## src/rtl/ctrl_pkg.sv

```systemverilog
// Shared definitions for the alu_ctrl_seq controller: opcodes, FSM states,
// instruction field positions and a small decode helper.
package ctrl_pkg;

   localparam int DW    = 8;   // datapath width
   localparam int PCW   = 8;   // program counter width
   localparam int IW    = 9;   // instruction width
   localparam int RW    = 3;   // register index width
   localparam int NREGS = 8;

   // Instruction fields: op = instr[8:5], imm = instr[4:0], r = instr[2:0]
   localparam int OP_MSB  = 8;
   localparam int OP_LSB  = 5;
   localparam int IMM_MSB = 4;
   localparam int IMM_LSB = 0;
   localparam int R_MSB   = 2;
   localparam int R_LSB   = 0;

   // R7 is the implicit rt operand, set target and memory address register
   localparam logic [RW-1:0] R_ACC = 3'd7;

   localparam logic [3:0] OP_AND  = 4'h0;
   localparam logic [3:0] OP_ADD  = 4'h1;
   localparam logic [3:0] OP_SLL  = 4'h2;
   localparam logic [3:0] OP_SRL  = 4'h3;
   localparam logic [3:0] OP_SUB  = 4'h4;
   localparam logic [3:0] OP_SLT  = 4'h5;
   localparam logic [3:0] OP_ABS  = 4'h6;
   localparam logic [3:0] OP_SEQ  = 4'h7;
   localparam logic [3:0] OP_SET  = 4'h8;
   localparam logic [3:0] OP_ADDC = 4'h9;
   localparam logic [3:0] OP_LW   = 4'hA;
   localparam logic [3:0] OP_SW   = 4'hB;
   localparam logic [3:0] OP_BCB  = 4'hC;
   localparam logic [3:0] OP_NOP0 = 4'hD;
   localparam logic [3:0] OP_NOP1 = 4'hE;
   localparam logic [3:0] OP_HALT = 4'hF;

   typedef enum logic [2:0] {
      ST_IDLE   = 3'd0,
      ST_FETCH  = 3'd1,
      ST_DECODE = 3'd2,
      ST_EXEC   = 3'd3,
      ST_MEM    = 3'd4,
      ST_WB     = 3'd5,
      ST_HALT   = 3'd6
   } state_e;

   // Branch offset: 5-bit two's-complement immediate widened to the PC width
   function automatic logic [PCW-1:0] sext_imm(input logic [4:0] imm);
      return {{(PCW-5){imm[4]}}, imm};
   endfunction

endpackage

```

## src/rtl/ctrl_regfile.sv

```systemverilog
// 8x8 register file: two combinational read ports, one synchronous write
// port, synchronous clear on reset.
module ctrl_regfile
   import ctrl_pkg::*;
(
   input  logic          clk_i,
   input  logic          reset_i,
   input  logic [RW-1:0] ra_idx_i,
   output logic [DW-1:0] ra_data_o,
   input  logic [RW-1:0] rb_idx_i,
   output logic [DW-1:0] rb_data_o,
   input  logic          we_i,
   input  logic [RW-1:0] wa_idx_i,
   input  logic [DW-1:0] wd_i
);

   logic [DW-1:0] regs_q [NREGS];
   logic [DW-1:0] regs_d [NREGS];

   assign ra_data_o = regs_q[ra_idx_i];
   assign rb_data_o = regs_q[rb_idx_i];

   // Next register contents: single write port
   always_comb begin
      regs_d = regs_q;
      if (we_i) begin
         regs_d[wa_idx_i] = wd_i;
      end
   end

   // Storage; reset wins over a write in the same cycle
   always_ff @(posedge clk_i) begin
      if (reset_i) begin
         for (int i = 0; i < NREGS; i++) begin
            regs_q[i] <= '0;
         end
      end else begin
         regs_q <= regs_d;
      end
   end

endmodule

```

## src/rtl/alu_ctrl_seq.sv

```systemverilog
// Multi-cycle fetch/decode/exec/mem/writeback controller for the 8-bit
// datapath. Owns the PC, the register file and the condition bit; drives an
// external combinational ALU and the instruction/data memories.
module alu_ctrl_seq
   import ctrl_pkg::*;
(
   input  logic           clk_i,
   input  logic           reset_i,
   input  logic           start_i,
   output logic [PCW-1:0] imem_addr_o,
   input  logic [IW-1:0]  imem_data_i,
   output logic [DW-1:0]  dmem_addr_o,
   output logic [DW-1:0]  dmem_wdata_o,
   output logic           dmem_we_o,
   input  logic [DW-1:0]  dmem_rdata_i,
   output logic [3:0]     alu_opcode_o,
   output logic [DW-1:0]  alu_rs_o,
   output logic [DW-1:0]  alu_rt_o,
   output logic [4:0]     alu_imm_o,
   input  logic [DW-1:0]  alu_result_i,
   input  logic           alu_cb_i,
   output logic           cb_o,
   output logic           done_o,
   output logic [15:0]    instr_count_o,
   output state_e         dbg_state_o
);

   state_e         state_q, state_d;
   logic [PCW-1:0] pc_q, pc_d;
   logic           cb_q, cb_d;
   logic [IW-1:0]  ir_q, ir_d;
   logic [DW-1:0]  alu_rs_q, alu_rs_d;
   logic [DW-1:0]  alu_rt_q, alu_rt_d;
   logic [DW-1:0]  dmem_addr_q, dmem_addr_d;
   logic [DW-1:0]  dmem_wdata_q, dmem_wdata_d;
   logic           dmem_we_q, dmem_we_d;
   logic           done_q, done_d;
   logic [15:0]    count_q, count_d;
   logic [DW-1:0]  res_q, res_d;

   logic [3:0]     dec_op, ex_op;
   logic [4:0]     dec_imm;
   logic [RW-1:0]  dec_r, ex_r;
   logic [DW-1:0]  rf_rs_data, rf_rt_data;
   logic           rf_we;
   logic [RW-1:0]  rf_wa;
   logic [15:0]    count_inc;
   logic [PCW-1:0] pc_inc;

   // DECODE works on the instruction arriving from memory; later states use IR
   assign dec_op  = imem_data_i[OP_MSB:OP_LSB];
   assign dec_imm = imem_data_i[IMM_MSB:IMM_LSB];
   assign dec_r   = imem_data_i[R_MSB:R_LSB];
   assign ex_op   = ir_q[OP_MSB:OP_LSB];
   assign ex_r    = ir_q[R_MSB:R_LSB];

   assign count_inc = (count_q == 16'hFFFF) ? count_q : count_q + 16'd1;
   assign pc_inc    = pc_q + 8'd1;

   // Writeback happens only in WB; set always targets R7
   assign rf_we = (state_q == ST_WB);
   assign rf_wa = (ex_op == OP_SET) ? R_ACC : ex_r;

   ctrl_regfile u_regfile (
      .clk_i     (clk_i),
      .reset_i   (reset_i),
      .ra_idx_i  (dec_r),
      .ra_data_o (rf_rs_data),
      .rb_idx_i  (R_ACC),
      .rb_data_o (rf_rt_data),
      .we_i      (rf_we),
      .wa_idx_i  (rf_wa),
      .wd_i      (res_q)
   );

   // Next-state and datapath register computation for the sequencer
   always_comb begin
      state_d      = state_q;
      pc_d         = pc_q;
      cb_d         = cb_q;
      ir_d         = ir_q;
      alu_rs_d     = alu_rs_q;
      alu_rt_d     = alu_rt_q;
      dmem_addr_d  = dmem_addr_q;
      dmem_wdata_d = dmem_wdata_q;
      dmem_we_d    = 1'b0;
      done_d       = done_q;
      count_d      = count_q;
      res_d        = res_q;

      case (state_q)
         ST_IDLE: begin
            if (start_i) begin
               state_d = ST_FETCH;
               pc_d    = '0;
            end
         end

         ST_FETCH: begin
            state_d = ST_DECODE;
         end

         ST_DECODE: begin
            // Operands are registered here so the ALU inputs stay stable in EXEC
            ir_d     = imem_data_i;
            alu_rs_d = rf_rs_data;
            alu_rt_d = rf_rt_data;
            if (dec_op == OP_LW || dec_op == OP_SW) begin
               dmem_addr_d  = rf_rt_data;
               dmem_wdata_d = rf_rs_data;
            end
            case (dec_op)
               OP_HALT: begin
                  state_d = ST_HALT;
                  done_d  = 1'b1;
                  count_d = count_inc;
               end
               OP_BCB: begin
                  pc_d    = cb_q ? (pc_q + sext_imm(dec_imm)) : pc_inc;
                  state_d = ST_FETCH;
                  count_d = count_inc;
               end
               OP_NOP0, OP_NOP1: begin
                  pc_d    = pc_inc;
                  state_d = ST_FETCH;
                  count_d = count_inc;
               end
               default: begin
                  state_d = ST_EXEC;
               end
            endcase
         end

         ST_EXEC: begin
            case (ex_op)
               OP_LW: begin
                  state_d = ST_MEM;
               end
               OP_SW: begin
                  state_d   = ST_MEM;
                  dmem_we_d = 1'b1;
               end
               OP_SLT, OP_SEQ: begin
                  cb_d    = alu_cb_i;
                  pc_d    = pc_inc;
                  state_d = ST_FETCH;
                  count_d = count_inc;
               end
               default: begin
                  res_d   = alu_result_i;
                  state_d = ST_WB;
               end
            endcase
         end

         ST_MEM: begin
            if (ex_op == OP_SW) begin
               pc_d    = pc_inc;
               state_d = ST_FETCH;
               count_d = count_inc;
            end else begin
               // Address has been stable since EXEC, so read data is valid now
               res_d   = dmem_rdata_i;
               state_d = ST_WB;
            end
         end

         ST_WB: begin
            pc_d    = pc_inc;
            state_d = ST_FETCH;
            count_d = count_inc;
         end

         ST_HALT: begin
            if (start_i) begin
               state_d = ST_FETCH;
               pc_d    = '0;
               done_d  = 1'b0;
            end
         end

         default: begin
            state_d = ST_IDLE;
         end
      endcase
   end

   // Sequencer registers; synchronous reset clears everything
   always_ff @(posedge clk_i) begin
      if (reset_i) begin
         state_q      <= ST_IDLE;
         pc_q         <= '0;
         cb_q         <= 1'b0;
         ir_q         <= '0;
         alu_rs_q     <= '0;
         alu_rt_q     <= '0;
         dmem_addr_q  <= '0;
         dmem_wdata_q <= '0;
         dmem_we_q    <= 1'b0;
         done_q       <= 1'b0;
         count_q      <= '0;
         res_q        <= '0;
      end else begin
         state_q      <= state_d;
         pc_q         <= pc_d;
         cb_q         <= cb_d;
         ir_q         <= ir_d;
         alu_rs_q     <= alu_rs_d;
         alu_rt_q     <= alu_rt_d;
         dmem_addr_q  <= dmem_addr_d;
         dmem_wdata_q <= dmem_wdata_d;
         dmem_we_q    <= dmem_we_d;
         done_q       <= done_d;
         count_q      <= count_d;
         res_q        <= res_d;
      end
   end

   assign imem_addr_o   = pc_q;
   assign dmem_addr_o   = dmem_addr_q;
   assign dmem_wdata_o  = dmem_wdata_q;
   // A reset arriving during MEM of a store must not let that store land
   assign dmem_we_o     = dmem_we_q & ~reset_i;
   assign alu_opcode_o  = ir_q[OP_MSB:OP_LSB];
   assign alu_imm_o     = ir_q[IMM_MSB:IMM_LSB];
   assign alu_rs_o      = alu_rs_q;
   assign alu_rt_o      = alu_rt_q;
   assign cb_o          = cb_q;
   assign done_o        = done_q;
   assign instr_count_o = count_q;
   assign dbg_state_o   = state_q;

endmodule

```

## config.mk

```make
export PLATFORM = sky130hd
export DESIGN_NAME = alu_ctrl_seq
export DESIGN_NICKNAME = d
export VERILOG_FILES = /design/src/rtl/ctrl_pkg.sv /design/src/rtl/ctrl_regfile.sv /design/src/rtl/alu_ctrl_seq.sv
export SDC_FILE = /design/constraint.sdc
export NUM_CORES = 1
export LEC_CHECK = 0
export ABC_AREA = 0
export CORE_ASPECT_RATIO = 1.5
export CORE_MARGIN = 5
export CORE_UTILIZATION = 25
export CTS_CLUSTER_SIZE = 10
export DETAILED_ROUTE_END_ITERATION = 7
export PLACE_DENSITY = 0.4
export SYNTH_ARGS = -nofsm -noshare
export SYNTH_HDL_FRONTEND = slang
export SYNTH_SLANG_ARGS = --single-unit
```

## constraint.sdc

```tcl
create_clock -name clk_i -period 2.8 [get_ports clk_i]
set_clock_uncertainty 0.15 [all_clocks]
set_input_delay 0.42 -clock clk_i [delete_from_list [all_inputs] [get_ports clk_i]]
set_output_delay 0.42 -clock clk_i [all_outputs]
set_load 0.01 [all_outputs]
```

== After elaboration in Yosys (flattened, before gate mapping) ==
Cells that the tools add are included.

* Flip-flop bits (word level): 143
* Bits in latches: 0
* RAM bits: 0
* Bits in read-only memories: 0
* Output and inout bits: 71
* Memories: 0

* $add $sub $neg: 3
* Multiply operators: 0
* Div/mod/pow operators: 0
* $lt $le $gt $ge: 3
* Eq/ne operators: 27
* Shift operators: 0
* Mux-type cells: 30
* Bitwise gates (word level): 5
* Reductions and logical operators: 21

{| class="wikitable"
|+ Operator list
! cell !! count
|-
| two-way mux 8 bit || 9
|-
| bitwise mux 64 bit || 1
|-
| two-way mux 16 bit || 4
|-
| one-hot mux 16 bit (4 select lines) || 1
|-
| one-hot mux 8 bit (5 select lines) || 1
|-
| equality test 4 bit, second input constant || 9
|-
| one-hot mux 8 bit (2 select lines) || 2
|-
| binary-select mux 8 bit (select 3 bit) || 1
|-
| demux 8 bit (select 3 bit) || 1
|-
| one-hot mux 3 bit (6 select lines) || 1
|-
| adder 16 x 1 -> 16 bit, second input constant || 1
|-
| equality test 16 bit, second input constant || 1
|-
| inequality test 2 bit, second input constant || 7
|-
| one-hot mux 3 bit (2 select lines) || 2
|-
| OR reduction 2 bit || 5
|-
| equality test 3 bit, second input constant || 3
|-
| two-way mux 3 bit || 3
|-
| adder 8 x 1 -> 8 bit, second input constant || 1
|-
| adder 8 bit || 1
|-
| equality test 4 x 3 -> 1 bit, second input constant || 2
|-
| greater-or-equal comparator 4 bit, second input constant || 2
|-
| inverter 3 -> 4 bit || 2
|-
| OR reduction 4 bit || 2
|-
| equality test 3 x 2 -> 1 bit, second input constant || 2
|-
| 19 further kinds || 25
|}

== Depth between registers and ports, before layout ==
* Depth after elaboration: 8
* Mapped depth: 10

== Hierarchy ==
From an unflattened synthesis, not the netlist that was laid out.

* Cells, all modules: 818
* Area total of the unflattened synthesis: 7353.3 um2

{| class="wikitable"
|+ By module, submodules not included
! module !! times used !! cells each !! area each (um2) !! seq. area each (um2)
|-
| alu_ctrl_seq || 1 || 488 || 3891.2 || 1581.5
|-
| ctrl_regfile || 1 || 330 || 3462.1 || 1281.2
|}

== Worst setup path after synthesis ==
OpenSTA, ideal clock, no wires.

* Kind: input to register
* Start point: in imem_data_i[1]
* End point: reg pc_q[6] (netlist: imem_addr_o[6])
* Data arrival time: 2216 ps
* Data required time: 2522 ps
* Setup slack: 306 ps
* Cell stages on the path: 10
* Buffers on the path: 2
* Cells stage by stage: clkbuf_1 > buf_1 > inv_1 > fa_1 > nor2b_1 > o31a_1 > o21a_1 > nor2_1 > xnor2_1 > o2bb2ai_1

* Longest elaborated chain between the ends: 4

{| class="wikitable"
|+ RTL lines
! item !! line !! source
|-
| from (decl) || alu_ctrl_seq.sv:11 || <nowiki>input logic [IW-1:0] imem_data_i,</nowiki>
|-
| adder 8 bit || alu_ctrl_seq.sv:119 || <nowiki>pc_d = cb_q ? (pc_q + sext_imm(dec_imm)) : pc_inc;</nowiki>
|-
| two-way mux 8 bit || alu_ctrl_seq.sv:119 ||
|-
| one-hot mux 8 bit (2 select lines) || alu_ctrl_seq.sv:112 || <nowiki>case (dec_op)</nowiki>
|-
| one-hot mux 8 bit (5 select lines) || alu_ctrl_seq.sv:91 || <nowiki>case (state_q)</nowiki>
|-
| to (signal assigned) || alu_ctrl_seq.sv:205 || <nowiki>pc_q <= pc_d;</nowiki>
|-
| to (decl) || alu_ctrl_seq.sv:29 || <nowiki>logic [PCW-1:0] pc_q, pc_d;</nowiki>
|}

No other way between the ends.
A chain may end at the register's enable or synchronous reset.

== Worst setup path after layout ==
* Start point: reg state_q[2] (netlist: dbg_state_o[2])
* End point: reg pc_q[7] (netlist: imem_addr_o[7])

* Longest elaborated chain between the ends: 4
* Elaborated cells between the ends (all ways): 14
* Those cells by class: 9 x eq/ne; 1 x mux; 4 x reduce/logical

{| class="wikitable"
|+ RTL lines
! item !! line !! source
|-
| from (decl) || alu_ctrl_seq.sv:28 || <nowiki>state_e state_q, state_d;</nowiki>
|-
| from (signal assigned) || alu_ctrl_seq.sv:204 || <nowiki>state_q <= state_d;</nowiki>
|-
| equality test 3 bit or zero test 3 bit (tied branches) || alu_ctrl_seq.sv:91 ||
|-
| OR reduction 2 bit (no source line) || - ||
|-
| nonzero test 5 bit (no source line) or inequality test 2 x 1 -> 1 bit (tied branches) || - ||
|-
| AND reduction 5 bit (no source line) || - ||
|}

Parallel ways exist; a longest one is shown, timed or not.

==> summary by stage <==
Synth
The cell area after synthesis is around 0.0066 sq mm. The share of the Yosys chip area taken by registers is a little over two fifths. The dominant register cell in the synthesized netlist is sky130_fd_sc_hd__dfxtp_1. The cell taking the most area after synthesis is sky130_fd_sc_hd__dfxtp_1. In this run, synthesis produced a sequential element count of 143. By area the synthesized netlist is led by sky130_fd_sc_hd__dfxtp_1, sky130_fd_sc_hd__mux2i_1, sky130_fd_sc_hd__nor2_1. The share of the synthesized area in the top cell type is a little over two fifths. The number of nets in the synthesized netlist is 752.

The cell count after synthesis is roughly 700. The synthesized design contains 0 enable-type register cells. After synthesis, the netlist uses 63 different library cells. The number of warnings issued by yosys is 0. Counting flops with an async set or reset pin after synthesis yields a share of 0%.

The mean cell area of the mapped netlist is around 9.3 sq um.

GRT
The global-route usage over all layers is 13.61%. The number of global-route vias before repair came to approximately 5500. The initial antenna violation count is 0.

Global routing finished with a remaining overflow of 0. The wire length of the first global-routing pass is 31.58 mm. Entering global routing, the biggest net connects 145 pins.

Routing
For this run, the detailed router's first-pass iteration total came to 5. The number of routed nets with antenna violations is 0. The detailed-route via count is between 5000 and 6000. The via density per instance is roughly 4.7. The total detailed-routing wirelength is approximately 20 mm. For this block, the initial DRC count from the detailed router was ~220. For this run, design rule violations remaining after detail routing come to 0. The wire length per cell is between 15 and 20 microns.

STA
Subtracting the final worst setup slack from the clock period gives 2.517 ns. The number of endpoints failing setup at the final stage is 0. The maximum frequency from static timing analysis is around 0.4 GHz.

The max-slew headroom at the worst pin is 45.20%. After layout, the worst path uses 89.89% of the clock period. The final-report hold violation count was 0.

The minimum hold slack is between 0.3 and 0.4 ns. Setup repair after global routing left no endpoint under its margin. After layout, the worst setup slack is approximately 0.28 ns. The number of max-slew violations in the final report is 0. Setup total negative slack on the finished layout was measured at 0 ns. At the pin with the least slew margin, the transition time is 0.8203 ns.

Worst setup path
Among cell families on the critical path, the largest total delay comes from compound AO/OA/AOI/OAI gates. The element type at the critical path end is a register. The highest cell delay on the worst timing path is about 0.45 ns. The startpoint type of the worst setup path is a register. The setup slack of the worst register-to-register path is between 0.2 and 0.3 ns. The largest fanout on the critical path is 13. The type of the setup path with the least slack is register to register.

STA puts the critical path data arrival time at 2.64 ns. The length in cells of the worst reg-to-reg path is 8. The slowest stage of the critical path is the sky130_fd_sc_hd__dfxtp_1 cell.

The startpoint identified for the worst register-to-register timing path is dbg_state_o[2]. The signal on the critical path passes through buf_4 -> nand3b_1 -> o221ai_1 -> a211oi_2 -> buf_4 -> o21ai_0 -> a21oi_1 -> o21ai_0. The data required time of the critical path is 2.93 ns. The worst register-to-register path ends at imem_addr_o[7].

The count of buffering cells on the critical path with inverters included is 2.

Status
The flow ran to the end, and the final reports show no timing, DRC or antenna violations.

Floorplanning
The number of placement rows is 73. The die covers between 0.02 and 0.03 sq mm. From bottom edge to top edge, the die measures ~210 microns. The number of I/O pins is 100. The core area is 0.02640 sq mm. The starting density of the core is 25.14%. The die extent in x is roughly 140 microns.

Clocking
In this run, post-CTS repair resized a total of 0 instances. The clock buffer count from CTS is 17. The H-tree was split into 4 levels.

The root cell of the clock tree is sky130_fd_sc_hd__clkbuf_16. Hold repair after CTS inserted 0 buffers. TritonCTS built the clock tree. The clock latency reported for the late side of the worst-skew pair is between 0.4 and 0.5 ns. The clock slew at the register clock pins of the worst setup and hold paths is roughly 0.06 ns. Post-CTS timing repair inserted 0 buffers for setup. The TritonCTS sink count is 143. The maximum count of clock buffers along a single path is 2.

Place
The count of buffers from port buffering is 99. The placed wire-length estimate is around 15 mm. The minimum setup slack after placement is approximately 0.046 ns. The number of placed instances, taps included, is ~1100. At the end of routability-driven placement, the weighted congestion stood at approximately 0.8.

Cells and area
The layout overhead on the synthesized area is 31.00%. The post-layout net count is around 860. The number of diodes added for antenna fixing is 0.

The multi-input combinational cells in the finished layout cover a total of ~0.0035 sq mm. The count of cells in the finished layout, fillers not included, comes to ~1200. The fraction of layout cells with a size suffix above 1 is approximately an eighth.

The filler cell count in the final layout is around 2700. Registers take approximately 0.0029 sq mm.

Flow run
The max-capacitance violation count is 0.

Power
The design draws between 0.004 and 0.005 W. The power density over the cells is ~560 mW/mm^2. Summed over all cells, the static leakage comes to 3.254 nW. The worst ir drop on vdd is roughly 0.4 mV.

Hold path
Counting instances, the worst hold path has a depth of 2. The hold path endpoint is alu_rt_o[0]. The startpoint of the tightest hold check path is alu_rt_o[0]. The worst hold path belongs to the class register to register.
==> power breakdown <==
part / internal, W / leakage (nW) / switching, W
combinational: 0.000199 / 1.81 / 0.000233
sequential: 0.00207 / 1.15 / 0.0000568
clock: 0.00143 / 0.290 / 0.000895
==> worst register-to-register path: cells and delay by family, from the launching register on <==
family                 cells  cell delay, ns
buffers and inverters      2            0.48
DFF                        1            0.45
and+or+nand+nor            1            0.25
AOI/OAI and AO/OA          5            1.05
==> how the worst max path moves through the flow <==
| stage | to | slack, ns | cells past startpoint | startpoint |
|---|---|---|---|---|
| floorplan | imem_addr_o[6] | 0.31 | 10 | imem_data_i[1] |
| global placement | imem_addr_o[5] | 0.09 | 8 | imem_data_i[3] |
| detailed placement | imem_addr_o[7] | 0.05 | 8 | imem_data_i[5] |
| CTS | imem_addr_o[7] | 0.30 | 8 | dbg_state_o[2] |
| global route | imem_addr_o[7] | 0.19 | 8 | dbg_state_o[2] |
| finish | imem_addr_o[7] | 0.28 | 8 | dbg_state_o[2] |
==> cell families after synthesis <==
logic type / synth area share [%]
flops: 43.14
fa+ha+maj: 1.999
buf+inv: 3.941
simple gates: 20.38
mux: 16.59
xor+xnor: 2.772
compound gates: 11.18
==> cells in the mapped netlist (all sizes together), types with 3 or more instances <==
| master | number |
|---|---|
| nand2 | 78 |
| mux4 | 16 |
| nand3 | 17 |
| nor3 | 13 |
| xor2 | 13 |
| nor2b | 6 |
| dfxtp | 143 |
| buf | 18 |
| nor2 | 117 |
| ha | 9 |
| nor3b | 4 |
| and3 | 16 |
| nand4b | 3 |
| nand4 | 6 |
| a21o | 3 |
| mux2i | 74 |
| nand2b | 6 |
| inv | 8 |
| o21ai | 15 |
| clkbuf | 30 |
| a21oi | 44 |
| xnor2 | 8 |
| a211oi | 29 |
==> sequential cells by signal, summed over array words and instances (netlist names) <==
| name | cells |
|---|---|
| alu_rs_o | 8 |
| done_o | 1 |
| dbg_state_o | 3 |
| imem_addr_o | 8 |
| dmem_wdata_o | 8 |
| instr_count_o | 16 |
| cb_o | 1 |
| alu_rt_o | 8 |
| ir_q | 9 |
| dmem_we_q | 1 |
| u_regfile.regs_q | 64 |
| res_q | 8 |
| dmem_addr_o | 8 |
==> layout by cell type (no fill, tap or decap), types with 15 or more instances in the layout <==
cell type / instances
sky130_fd_sc_hd__nor2_1: 115
sky130_fd_sc_hd__buf_4: 32
sky130_fd_sc_hd__nand3_1: 15
sky130_fd_sc_hd__and3_1: 16
sky130_fd_sc_hd__mux4_2: 16
sky130_fd_sc_hd__a21oi_1: 44
sky130_fd_sc_hd__clkbuf_16: 17
sky130_fd_sc_hd__o21ai_0: 15
sky130_fd_sc_hd__clkdlybuf4s50_1: 98
sky130_fd_sc_hd__a211oi_1: 27
sky130_fd_sc_hd__nand2_1: 77
sky130_fd_sc_hd__mux2i_1: 74
sky130_fd_sc_hd__dfxtp_1: 143
==> per-stage QoR <==
stage,util (%),instance area (sq um)
floorplan,-,6636
global placement,30.64,8088
detailed placement,30.64,8088
CTS,32.93,8693
global route,32.93,8693
finish,32.93,8693
==> routing by layer <==
| layer | up-vias | global-route usage, % | share of wire [%] |
|---|---|---|---|
| li1 | 2718 | - | - |
| met1 | 2652 | 15.46 | 40 |
| met2 | 106 | 24.51 | 54 |
| met3 | 25 | 2.416 | 2.9 |
| met4 | 0 | 6.035 | 2.8 |
| met5 | - | 0 | 0 |
==> area by class of cell <==
cell class	count	share of cell area [%]
inverter	8	0.3454
timing repair buffer	132	14.51
clock buffer	19	5.095
clock inverter	13	1.871
sequential	143	32.93
multi-input combinational	514	40.40
tap	337	4.850
No activity file was read; power rests on OpenSTA's default activity.
